===== src/rtl/dmem_pkg.sv =====
// Shared types for the data-memory access arbiter.
// Size encodings, FSM states and the size-to-byte-count helper.
package dmem_pkg;

    localparam logic [1:0] SZ_BYTE = 2'b00;
    localparam logic [1:0] SZ_HALF = 2'b01;
    localparam logic [1:0] SZ_WORD = 2'b10;

    typedef enum logic [1:0] {
        S_IDLE,
        S_ISSUE,
        S_DRAIN,
        S_RESP
    } state_t;

    // 1x = word, 01 = half, 00 = byte
    function automatic logic [2:0] size_to_bytes(input logic [1:0] size);
        return size[1] ? 3'd4 : (size[0] ? 3'd2 : 3'd1);
    endfunction

endpackage


===== src/rtl/dmem_access_arbiter_rr_arbiter2.sv =====
// Two-request round-robin grant: with both requesting, the port not served last wins.
// Ports: req (2), update strobe + served port index, gnt (one-hot or zero).
module rr_arbiter2 (
    input  logic       clk,
    input  logic       rst_n,
    input  logic [1:0] req,
    input  logic       update,
    input  logic       served,
    output logic [1:0] gnt
);

    // Resets to 1 so that port 0 wins the first contested grant
    logic last_q;

    always_ff @(posedge clk or negedge rst_n) begin
        if (!rst_n) begin
            last_q <= 1'b1;
        end else if (update) begin
            last_q <= served;
        end
    end

    always_comb begin
        gnt = 2'b00;
        unique case (req)
            2'b11:   gnt = last_q ? 2'b01 : 2'b10;
            2'b01:   gnt = 2'b01;
            2'b10:   gnt = 2'b10;
            default: gnt = 2'b00;
        endcase
    end

endmodule


===== src/rtl/dmem_access_arbiter.sv =====
// Shares a byte-wide sync memory between the LSU (port 0) and debug loader (port 1).
// Ports: req/resp handshake per port; mem_en/we/addr/wdata/rdata to the byte array.
module dmem_access_arbiter
    import dmem_pkg::*;
#(
    parameter int ADDR_W = 16
) (
    input  logic              clk,
    input  logic              rst_n,
    input  logic              req0_valid,
    output logic              req0_ready,
    input  logic              req0_we,
    input  logic [1:0]        req0_size,
    input  logic [31:0]       req0_addr,
    input  logic [31:0]       req0_wdata,
    output logic              resp0_valid,
    output logic [31:0]       resp0_rdata,
    input  logic              req1_valid,
    output logic              req1_ready,
    input  logic              req1_we,
    input  logic [1:0]        req1_size,
    input  logic [31:0]       req1_addr,
    input  logic [31:0]       req1_wdata,
    output logic              resp1_valid,
    output logic [31:0]       resp1_rdata,
    output logic              mem_en,
    output logic              mem_we,
    output logic [ADDR_W-1:0] mem_addr,
    output logic [7:0]        mem_wdata,
    input  logic [7:0]        mem_rdata
);

    state_t            state_q;
    logic              port_q;
    logic              we_q;
    logic [2:0]        n_q;
    logic [1:0]        k_q;
    logic [ADDR_W-1:0] addr_q;
    logic [31:0]       wdata_q;
    logic [31:0]       rbuf_q;

    logic [1:0]  gnt;
    logic        sel;
    logic        idle;
    logic        accept;
    logic        g_we;
    logic [1:0]  g_size;
    logic [31:0] g_addr;
    logic [31:0] g_wdata;
    logic [1:0]  k_nxt;
    logic [1:0]  k_prev;
    logic        last;
    logic [31:0] rd_prev;
    logic [31:0] rd_cur;
    logic        unused_hi;

    rr_arbiter2 u_rr (
        .clk    (clk),
        .rst_n  (rst_n),
        .req    ({req1_valid, req0_valid}),
        .update (state_q == S_RESP),
        .served (port_q),
        .gnt    (gnt)
    );

    assign idle = (state_q == S_IDLE);
    // Gated by rst_n so ready reads 0 while reset is held
    assign req0_ready = rst_n & idle & gnt[0];
    assign req1_ready = rst_n & idle & gnt[1];
    assign accept = req0_ready | req1_ready;

    assign sel     = gnt[1];
    assign g_we    = sel ? req1_we    : req0_we;
    assign g_size  = sel ? req1_size  : req0_size;
    assign g_addr  = sel ? req1_addr  : req0_addr;
    assign g_wdata = sel ? req1_wdata : req0_wdata;

    assign k_nxt  = k_q + 2'd1;
    assign k_prev = k_q - 2'd1;
    assign last   = ({1'b0, k_q} == n_q - 3'd1);

    // Read data lags its issue by one cycle, so ISSUE captures byte k-1
    assign rd_prev = 32'(mem_rdata) << {k_prev, 3'b000};
    assign rd_cur  = 32'(mem_rdata) << {k_q, 3'b000};

    assign unused_hi = ^{req0_addr[31:ADDR_W], req1_addr[31:ADDR_W]};

    always_ff @(posedge clk or negedge rst_n) begin
        if (!rst_n) begin
            state_q     <= S_IDLE;
            port_q      <= 1'b0;
            we_q        <= 1'b0;
            n_q         <= 3'd1;
            k_q         <= 2'd0;
            addr_q      <= '0;
            wdata_q     <= '0;
            rbuf_q      <= '0;
            mem_en      <= 1'b0;
            mem_we      <= 1'b0;
            mem_addr    <= '0;
            mem_wdata   <= '0;
            resp0_valid <= 1'b0;
            resp1_valid <= 1'b0;
            resp0_rdata <= '0;
            resp1_rdata <= '0;
        end else begin
            unique case (state_q)
                S_IDLE: begin
                    if (accept) begin
                        port_q    <= sel;
                        we_q      <= g_we;
                        n_q       <= size_to_bytes(g_size);
                        k_q       <= 2'd0;
                        addr_q    <= g_addr[ADDR_W-1:0];
                        wdata_q   <= g_wdata;
                        rbuf_q    <= '0;
                        mem_en    <= 1'b1;
                        mem_we    <= g_we;
                        mem_addr  <= g_addr[ADDR_W-1:0];
                        mem_wdata <= g_wdata[7:0];
                        state_q   <= S_ISSUE;
                    end
                end
                S_ISSUE: begin
                    if (!we_q && k_q != 2'd0) begin
                        rbuf_q <= rbuf_q | rd_prev;
                    end
                    if (last) begin
                        mem_en <= 1'b0;
                        mem_we <= 1'b0;
                        if (we_q) begin
                            if (port_q) begin
                                resp1_valid <= 1'b1;
                                resp1_rdata <= '0;
                            end else begin
                                resp0_valid <= 1'b1;
                                resp0_rdata <= '0;
                            end
                            state_q <= S_RESP;
                        end else begin
                            state_q <= S_DRAIN;
                        end
                    end else begin
                        k_q       <= k_nxt;
                        mem_addr  <= addr_q + ADDR_W'(k_nxt);
                        mem_wdata <= 8'(wdata_q >> {k_nxt, 3'b000});
                    end
                end
                S_DRAIN: begin
                    if (port_q) begin
                        resp1_valid <= 1'b1;
                        resp1_rdata <= rbuf_q | rd_cur;
                    end else begin
                        resp0_valid <= 1'b1;
                        resp0_rdata <= rbuf_q | rd_cur;
                    end
                    state_q <= S_RESP;
                end
                S_RESP: begin
                    resp0_valid <= 1'b0;
                    resp1_valid <= 1'b0;
                    state_q     <= S_IDLE;
                end
                default: state_q <= S_IDLE;
            endcase
        end
    end

endmodule


===== config.mk =====
export PLATFORM = sky130hd
export DESIGN_NAME = dmem_access_arbiter
export DESIGN_NICKNAME = d
export VERILOG_FILES = /design/src/rtl/dmem_pkg.sv /design/src/rtl/dmem_access_arbiter_rr_arbiter2.sv /design/src/rtl/dmem_access_arbiter.sv
export SDC_FILE = /design/constraint.sdc
export NUM_CORES = 1
export LEC_CHECK = 0
export ABC_AREA = 0
export CORE_MARGIN = 1.5
export CORE_UTILIZATION = 54
export CTS_BUF_LIST = sky130_fd_sc_hd__clkbuf_4 sky130_fd_sc_hd__clkbuf_8
export CTS_CLUSTER_SIZE = 20
export DETAILED_ROUTE_END_ITERATION = 6
export PLACE_DENSITY = 0.95
export SETUP_SLACK_MARGIN = 0.3
export SLEW_MARGIN = 20
export SYNTH_ARGS = -nofsm -noshare
export SYNTH_HDL_FRONTEND = slang
export SYNTH_HIERARCHICAL = 1
export SYNTH_SLANG_ARGS = --single-unit

===== constraint.sdc =====
create_clock -name clk -period 7 [get_ports clk]
set_input_delay 1.4 -clock clk [delete_from_list [all_inputs] [get_ports clk]]
set_output_delay 1.4 -clock clk [all_outputs]
set_load 0.02 [all_outputs]

==> impl_metrics.csv, run 1 <==
group,metric,value,unit
status,outcome,"finished clean",
sta,rsz0062_at_grt,"no",
synth,yosysSeqAreaShare,52.2,%
power_and_ir_drop,p_seq_share,36.6,%
sta,slew_headroom,29.1,%
synth,ys.flop_type,"dfrtp_1",
clock_tree,clockBufferDepth,2,
die,row_count,46,
job,drv_cap,0,
cells_and_area,drive_gt1_share,7.33,%
global_routing,gr-usage-all-layers,27.2,%
setup_path,required,5.60,ns
global_routing,gr-total-overflow,0,
die,dieArea,16900,um2
setup_path,critPathMaxFanout,3,
setup_path,cp-start-kind,"primary input",
drt,post_drt_via_cell_ratio,5.78,
power_and_ir_drop,p_per_area,450,nW/um2
global_routing,grt_max_degree,99,
die,die_x,130,um
setup_path,slowest_delay,0.61,ns
synth,yosys_warnings,6,
global_routing,grt_pass1_vias,6972,
die,core_area,15800,um2
drt,drt-pass1-iter-count,5,
sta,slew_viol_final,0,
clock_tree,cts.htree.levels,4,
synth,synth_edf_count,0,
place,place.gp.congestion,0.837,
synth,avgSynthCellArea,10.7,um2
clock_tree,postCtsSetupBuffers,0,
power_and_ir_drop,p_leak,4.98,nW
setup_path,arrival,3.06,ns
synth,ys_types,59,
cells_and_area,fin_util,71.4,%
clock_tree,clock_latency,0.46,ns
sta,hold_violations,0,
setup_path,critical_path_class,"primary input to output pin",
clock_tree,clkSinkCount,182,
synth,netlist_area,8730,um2
synth,synth_mux_area_share,12.2,%
sta,clock_skew,0.0144,ns
synth,synthArstFlopShare,100,%
drt,wl_per_cell,17.6,um
clock_tree,cts_root_buf,"clkbuf_8",
die,die_y,130,um
die,io_pins,240,
clock_tree,ctsHoldBuffers,0,
sta,final-setup-viol-count,0,
drt,vias,7081,
power_and_ir_drop,power,5.08,mW
synth,synth_xor_area_share,1.81,%
power_and_ir_drop,p_int,3.01,mW
drt,drtIter0Drc,620,
global_routing,antenna_found_initial,0,
clock_tree,cts.reportedPaths.clkPinSlew,0.09,ns
cells_and_area,final_common_cell,"clkdlybuf4s50_1",
sta,tightest_slew,1.06,ns
drt,drc,0,
setup_path,critPathCaptureType,"output pin",
cells_and_area,fin_nets,1152,
cells_and_area,n_antenna_cell,0,
synth,yosys_register_bits,182,
sta,period_share,63.7,%
synth,syn_inst,818,
setup_path,path_cells,"clkdlybuf4s50_1, a21boi_2, and3_1, clkdlybuf4s50_1",
drt,drt_wl_total,21600,um
power_and_ir_drop,combinationalPowerShare,47.9,%
power_and_ir_drop,switching_power,2.07,mW
power_and_ir_drop,peakVddDrop,0.225,mV
cells_and_area,mostFrequentLayoutCells,"clkdlybuf4s50_1, dfrtp_1, nand2_1",
global_routing,grt_pass1_wl,35200,um
clock_tree,cts_resized,0,
setup_path,crit_top_cell,"clkdlybuf4s50_1",
setup_path,cp_slowest_cell,"clkdlybuf4s50_1",
die,initial_core_util,55.1,%
synth,syn_nets,974,
synth,synthAdderAreaFrac,1.52,%
synth,yosys.area_share.simple,10.1,%
cells_and_area,area_growth,29.4,%
cells_and_area,stdcell_count,1225,
sta,layout_min_cycle_time,4.46,ns
power_and_ir_drop,swShare,40.8,%
place,io_buffers,207,
clock_tree,cts_tree,"done",
synth,synth_compound_area_share,17.2,%
synth,synth_top_family_by_area,"compound AO/OA/AOI/OAI gates",
sta,setup_tns,0,ns
place,place_inst,1193,
place,place_hpwl,15300,um
power_and_ir_drop,clkPwrFrac,15.4,%
min_path,hold_class,"register to register",
clock_tree,cts_made_buffers,17,
sta,fmax,224,MHz
drt,ant_nets,0,
==> cell type report <==
cell class	count	area (um2)
Clock buffer	22	272
Clock inverter	10	170
Fill cell	1120	4530
Inverter	36	135
Multi-Input combinational cell	546	3770
Sequential cell	182	4560
Tap cell	216	270
Timing Repair Buffer	213	2120
==> state kept, by name (all words and copies together), names as in the netlist, 3 cells and up <==
signal,flops
addr_q,16
mem_addr,16
mem_wdata,8
n_q,3
rbuf_q,32
resp0_rdata,32
resp1_rdata,32
wdata_q,32
==> per-stage QoR <==
| stage | setup slack (ns) | hold WS [ns] | area, um2 |
|---|---|---|---|
| 2_1_floorplan | 3.35 | 0.445 | 8730 |
| 3_3_place_gp | 2.58 | 0.455 | 10900 |
| 3_5_place_dp | 2.54 | 0.465 | 10900 |
| 4_1_cts | 2.55 | 0.486 | 11300 |
| 5_1_grt | 2.51 | 0.505 | 11300 |
| 6_report | 2.54 | 0.480 | 11300 |
==> cells in the mapped netlist, types with 2 or more instances <==
master,n,area [um2]
nand2_1,111,417
inv_1,33,124
o21ai_1,6,30.0
and3_1,5,31.3
mux4_2,8,180
clkinv_1,2,7.51
nor2b_1,9,56.3
a21o_1,16,120
dfrtp_1,180,4500
ha_1,9,113
o22ai_1,3,18.8
nand3_1,6,30.0
o2bb2ai_1,23,201
clkbuf_1,19,71.3
a21oi_1,29,145
mux2i_1,76,761
a221o_1,5,50.1
nand4_1,5,31.3
and2_1,2,12.5
dfstp_2,2,52.6
mux2_1,8,90.1
a31oi_1,8,50.1
a32o_1,17,170
nor2_2,2,12.5
o21ai_0,90,450
mux2_2,2,22.5
buf_6,8,90.1
xnor2_1,7,61.3
buf_2,20,100
nor2_1,55,206
a22o_1,11,96.3
xor2_1,6,52.6
buf_1,6,22.5
a211oi_1,3,22.5
nor3_1,2,10.0
==> power groups by stage <==
stage / Combinational (mW) / Clock, mW / Sequential [mW]
final: 2.44 / 0.784 / 1.86
after global routing: 2.67 / 0.836 / 1.91
after CTS: 2.45 / 0.792 / 1.85
after detailed placement: 2.43 / 0 / 1.87
after global placement: 2.34 / 0 / 1.84
after floorplan: 1.38 / 0 / 2.03
==> critical path, delay by kind of cell <==
kind | cells | cell delay [ns]
simple gates | 1 | 0.24
buf+inv | 2 | 1.12
compound gates | 1 | 0.30
==> metal layers <==
metal	vias to the layer above	part of all wire (%)	GRT usage (%)
li1	3243	-	-
met1	3442	39	32.7
met2	350	52	47.7
met3	46	7.5	6.44
met4	0	2.2	9.41
met5	-	0	0
==> kinds of logic after synthesis <==
logic type	count (synthesis)
DFF	182
muxes	95
adders and majority gates	10
buffers and inverters	90
AOI/OAI and AO/OA	223
and+or+nand+nor	203
xor gates and xnor gates	15
==> final timing paths <==
| path | startpoint | to | slack, ns | cells after the start |
|---|---|---|---|---|
| max | req0_valid | req0_ready | 2.54 | 4 |
| min | rbuf_q[4]$_DFFE_PN0P_ | rbuf_q[4]$_DFFE_PN0P_ | 0.48 | 2 |
| max reg2reg | k_q[1]$_DFFE_PN0P_ | mem_addr[13]$_DFFE_PN0P_ | 3.51 | 8 |
| min reg2reg | rbuf_q[4]$_DFFE_PN0P_ | rbuf_q[4]$_DFFE_PN0P_ | 0.48 | 2 |
| max in group asynchronous | rst_n | k_q[1]$_DFFE_PN0P_ | 4.13 | 3 |
| min in group asynchronous | rst_n | resp1_rdata[0]$_DFFE_PN0P_ | 0.92 | 1 |
Note: power is estimated with default switching activity, not from simulation.
==> run 2: changes to the inputs <==
Settings changed: CORE_UTILIZATION 54 to 45, PLACE_DENSITY 0.95 to 0.9.
Clock period 7 ns to 3.7 ns, I/O delays scaled along.
==> run 2 against run 1 <==
Against the previous run:
- first-iteration DRC count decreased by 28%
- core utilization decreased by 11 points
- worst setup slack got worse by 2.0 ns
- combinational power increased by 90%
- register-to-register slack got worse by 2.9 ns
- critical path depth unchanged
- sequential cell count unchanged
- sequential power increased by 86%
- cell count increased by 3.9%
- global-route usage decreased by 5.2 points
- routed wire length decreased by 1.8%
- critical path type unchanged
- largest cell class unchanged
==> impl_metrics.csv, run 2 (synthesis gave the netlist of run 1 again) <==
group,metric,value,unit
drt,drt_wl_total,21200,um
power_and_ir_drop,peakVddDrop,0.382,mV
clock_tree,postCtsSetupBuffers,0,
power_and_ir_drop,p_seq_share,35.8,%
setup_path,critPathMaxFanout,3,
setup_path,critPathCaptureType,"output pin",
power_and_ir_drop,swShare,40.9,%
clock_tree,clkSinkCount,182,
cells_and_area,drive_gt1_share,7.60,%
drt,drc,0,
power_and_ir_drop,power,9.65,mW
drt,wl_per_cell,16.6,um
power_and_ir_drop,p_int,5.70,mW
die,initial_core_util,46.2,%
drt,ant_nets,0,
sta,slew_headroom,42.7,%
global_routing,grt_pass1_wl,34800,um
cells_and_area,regArea,4560,um2
place,place_hpwl,15400,um
clock_tree,clockBufferDepth,2,
sta,hold_violations,0,
die,die_y,142,um
cells_and_area,final_common_cell,"clkdlybuf4s50_1",
sta,hold_slack,0.288,ns
die,dieArea,20200,um2
power_and_ir_drop,combinationalPowerShare,48.1,%
sta,final-setup-viol-count,0,
sta,period_share,85.5,%
setup_path,arrival,2.42,ns
global_routing,grt_max_degree,99,
drt,post_drt_via_cell_ratio,5.31,
sta,setup_tns,0,ns
die,core_area,18900,um2
cells_and_area,fillerInstances,1559,
min_path,hold_class,"primary input to asynchronous set/reset pin",
job,drv_cap,0,
clock_tree,cts.reportedPaths.clkPinSlew,0.10,ns
cells_and_area,multiInputGateArea,3770,um2
sta,slew_viol_final,0,
drt,drt-pass1-iter-count,5,
setup_path,cp-start-kind,"primary input",
cells_and_area,mostFrequentLayoutCells,"clkdlybuf4s50_1, dfrtp_1, nand2_1",
clock_tree,cts_root_buf,"clkbuf_8",
clock_tree,clock_latency,0.45,ns
sta,tightest_slew,0.857,ns
sta,rsz0062_at_grt,"no",
status,outcome,"finished clean",
cells_and_area,n_antenna_cell,0,
sta,clock_skew,0.0171,ns
die,row_count,50,
setup_path,required,2.96,ns
global_routing,gr-usage-all-layers,21.9,%
clock_tree,cts.htree.levels,4,
cells_and_area,area_growth,31.0,%
clock_tree,ctsHoldBuffers,0,
sta,fmax,316,MHz
clock_tree,cts_tree,"done",
clock_tree,cts_resized,0,
clock_tree,cts_made_buffers,17,
drt,vias,6756,
sta,layout_min_cycle_time,3.16,ns
cells_and_area,fin_nets,1156,
die,die_x,142,um
global_routing,grt_pass1_vias,6832,
power_and_ir_drop,p_leak,5.02,nW
drt,drtIter0Drc,449,
place,io_buffers,207,
setup_path,critical_path_class,"primary input to output pin",
place,place.gp.congestion,0.842,
power_and_ir_drop,p_per_area,844,nW/um2
global_routing,antenna_found_initial,0,
power_and_ir_drop,switching_power,3.95,mW
global_routing,gr-total-overflow,0,
die,io_pins,240,
power_and_ir_drop,clkPwrFrac,16.1,%
## run 2: cell count changes in the layout (fill, tap and decap cells not counted), sizes merged
cell      delta
clkinvlp     -1
buf          +4
clkbuf       -5
clkinv       +1
inv          +5
## run 2: through the flow
stage               instance area, um2  setup slack, ns  cells  util (%)
global placement                 11000            0.603   1241      58.0
finish                           11400            0.536   1273      60.5
detailed placement               11000            0.544   1241      58.0
floorplan                         8730            0.924    818         -
global route                     11400            0.353   1273      60.5
CTS                              11400            0.538   1273      60.5
## run 2: area by class of cell
class	count	share of cell area, %
Clock buffer	17	2.05
Tap cell	260	2.85
Multi-Input combinational cell	546	33.0
Sequential cell	182	39.9
Inverter	36	1.18
Clock inverter	15	2.05
Timing Repair Buffer	217	19.0
## run 2: routing by layer
layer,wire length (um),GRT usage (%),vias up
li1,-,-,3243
met1,8880,28.0,3273
met2,10700,37.5,222
met3,1330,4.58,18
met4,238,6.84,0
met5,0,0,-
## run 2: final timing paths
check,startpoint,endpoint,slack [ns],cells past startpoint
setup / recovery,req0_valid,req0_ready,0.54,4
hold / removal,rst_n,resp1_rdata[31]$_DFFE_PN0P_,0.29,1
setup reg to reg,k_q[0]$_DFFE_PN0P_,mem_addr[13]$_DFFE_PN0P_,0.63,9
hold reg to reg,rbuf_q[2]$_DFFE_PN0P_,rbuf_q[2]$_DFFE_PN0P_,0.48,2
max in group asynchronous,rst_n,k_q[0]$_DFFE_PN0P_,2.20,2
min in group clk,rbuf_q[2]$_DFFE_PN0P_,rbuf_q[2]$_DFFE_PN0P_,0.48,2
## run 2: critical path, cell delays in order
cell	delay, ns
clkdlybuf4s50_1	0.53
a21boi_2	0.31
and3_1	0.23
clkdlybuf4s50_1	0.62
## run 2: power by group through the flow
stage               clock (mW)  sequential (mW)  combinational [mW]
floorplan                    0             3.84                2.60
global placement             0             3.44                4.55
detailed placement           0             3.49                4.69
CTS                       1.59             3.45                4.71
global route              1.67             3.56                5.08
finish                    1.55             3.46                4.64
==> run 3: changes to the inputs <==
Settings changed: CORE_UTILIZATION 45 to 52, CTS_BUF_LIST sky130_fd_sc_hd__clkbuf_4 sky130_fd_sc_hd__clkbuf_8 to sky130_fd_sc_hd__clkbuf_16, PLACE_DENSITY 0.9 to 0.95.
Clock period 3.7 ns to 3.8 ns, I/O delays scaled along.
==> run 3 against run 2 <==
Against the previous run:
- via count up 3.6%
- worst setup slack worse by 0.050 ns
- critical path depth unchanged
==> impl_metrics.csv, run 3 (synthesis gave the netlist of run 1 again) <==
group,metric,value,unit
sta,slew_viol_final,0,
clock_tree,clkSinkCount,182,
die,dieArea,17600,um2
power_and_ir_drop,power,9.74,mW
global_routing,use_met2,47.4,%
power_and_ir_drop,p_leak,5.08,nW
setup_path,critPathCaptureType,"output pin",
global_routing,gr-total-overflow,0,
sta,layout_min_cycle_time,3.31,ns
drt,drtIter0Drc,538,
die,row_count,47,
place,io_buffers,207,
cells_and_area,area_growth,31.9,%
global_routing,grt_pass1_wl,36400,um
sta,slew_headroom,36.2,%
global_routing,grtUsageMet3,5.59,%
setup_path,arrival,2.55,ns
clock_tree,ctsHoldBuffers,0,
clock_tree,cts.htree.levels,4,
clock_tree,cts_made_buffers,17,
drt,drt-pass1-iter-count,6,
cells_and_area,drive_gt1_share,7.78,%
die,die_y,133,um
min_path,hold_class,"primary input to asynchronous set/reset pin",
cells_and_area,mostFrequentLayoutCells,"clkdlybuf4s50_1, dfrtp_1, nand2_1",
sta,clock_skew,0.0126,ns
clock_tree,clock_latency,0.43,ns
clock_tree,clockBufferDepth,2,
drt,drc,0,
die,io_pins,240,
cells_and_area,final_common_cell,"clkdlybuf4s50_1",
sta,tightest_slew,0.954,ns
drt,drt_wl_total,22200,um
sta,setup_tns,0,ns
global_routing,grt_max_degree,83,
sta,final-setup-viol-count,0,
sta,fmax,302,MHz
drt,post_drt_via_cell_ratio,5.67,
global_routing,grt-busiest-layer,"met2",
global_routing,antenna_found_initial,0,
sta,rsz0062_at_grt,"no",
die,initial_core_util,53.0,%
clock_tree,cts_root_buf,"clkbuf_16",
global_routing,grt.met1_usage,31.0,%
die,core_area,16500,um2
global_routing,grt_pass1_vias,7287,
place,place_inst,1204,
drt,wl_per_cell,18.0,um
drt,ant_nets,0,
place,place_hpwl,15600,um
status,outcome,"finished clean",
clock_tree,cts_tree,"done",
setup_path,required,3.04,ns
cells_and_area,stdcell_count,1236,
die,die_x,133,um
setup_path,cp-start-kind,"primary input",
power_and_ir_drop,p_per_area,846,nW/um2
clock_tree,postCtsSetupBuffers,0,
cells_and_area,fin_nets,1159,
power_and_ir_drop,peakVddDrop,0.391,mV
job,drv_cap,0,
setup_path,critical_path_class,"primary input to output pin",
sta,hold_violations,0,
place,place.gp.congestion,0.825,
clock_tree,cts_resized,0,
cells_and_area,n_antenna_cell,0,
clock_tree,cts.reportedPaths.clkPinSlew,0.07,ns
sta,period_share,87.2,%
global_routing,gr-usage-all-layers,26.4,%
drt,vias,7002,
setup_path,critPathMaxFanout,8,
## run 3: cell count changes in the layout (fill, tap and decap cells not counted), moves of 2 or more
cell	previous run	this run
buf_12	2	0
inv_8	4	2
bufinv_16	4	2
clkinvlp_4	0	3
buf_4	8	12
clkbuf_16	0	17
clkbuf_8	18	1
## run 3: metrics by stage
step	area, um2	worst slack (ns)	hold slack (ns)	utilization [%]
after floorplan	8730	1.02	0.445	-
after global placement	10900	0.480	0.455	66.2
after detailed placement	10900	0.464	0.465	66.2
after CTS	11500	0.471	0.272	69.9
after global routing	11500	0.404	0.290	69.9
final	11500	0.486	0.263	69.9
## run 3: path summary, 6_finish.rpt
check | endpoint | slack, ns | cells past startpoint | startpoint
worst min register to register | wdata_q[25]$_DFFE_PN0P_ | 0.48 | 2 | wdata_q[25]$_DFFE_PN0P_
worst min-delay path | state_q[0]$_DFFE_PN0P_ | 0.26 | 1 | rst_n
max in group asynchronous | mem_addr[3]$_DFFE_PN0P_ | 2.46 | 2 | rst_n
worst max-delay path | req1_ready | 0.49 | 4 | req1_valid
min in group clk | wdata_q[25]$_DFFE_PN0P_ | 0.48 | 2 | wdata_q[25]$_DFFE_PN0P_
worst max register to register | mem_addr[11]$_DFFE_PN0P_ | 0.79 | 8 | k_q[0]$_DFFE_PN0P_
## run 3: layer usage
layer	routed length, um	part of all wire (%)	up-vias
met2	11700	52	298
met4	540	2.4	0
met3	1480	6.6	38
met1	8540	38	3423
li1	-	-	3243
met5	0	0	-
## run 3: power breakdown
part | switching (mW) | internal (mW)
logic | 2.57 | 2.01
registers | 0.589 | 2.79
clock network | 0.795 | 0.988
total | 3.95 | 5.79
## run 3: area by class of cell
class | count | area, um2
clock buffers | 17 | 425
repair buffers | 220 | 2180
clock inverters | 15 | 174
inverters | 36 | 135
multi-input cells | 546 | 3770
fillers | 1177 | 4950
flip-flops and latches | 182 | 4560
well taps | 220 | 275
## run 3: worst max-delay path, stage by stage
cell             delay (ns)
clkdlybuf4s50_1        0.51
a21boi_4               0.43
and3_1                 0.25
clkdlybuf4s50_1        0.61
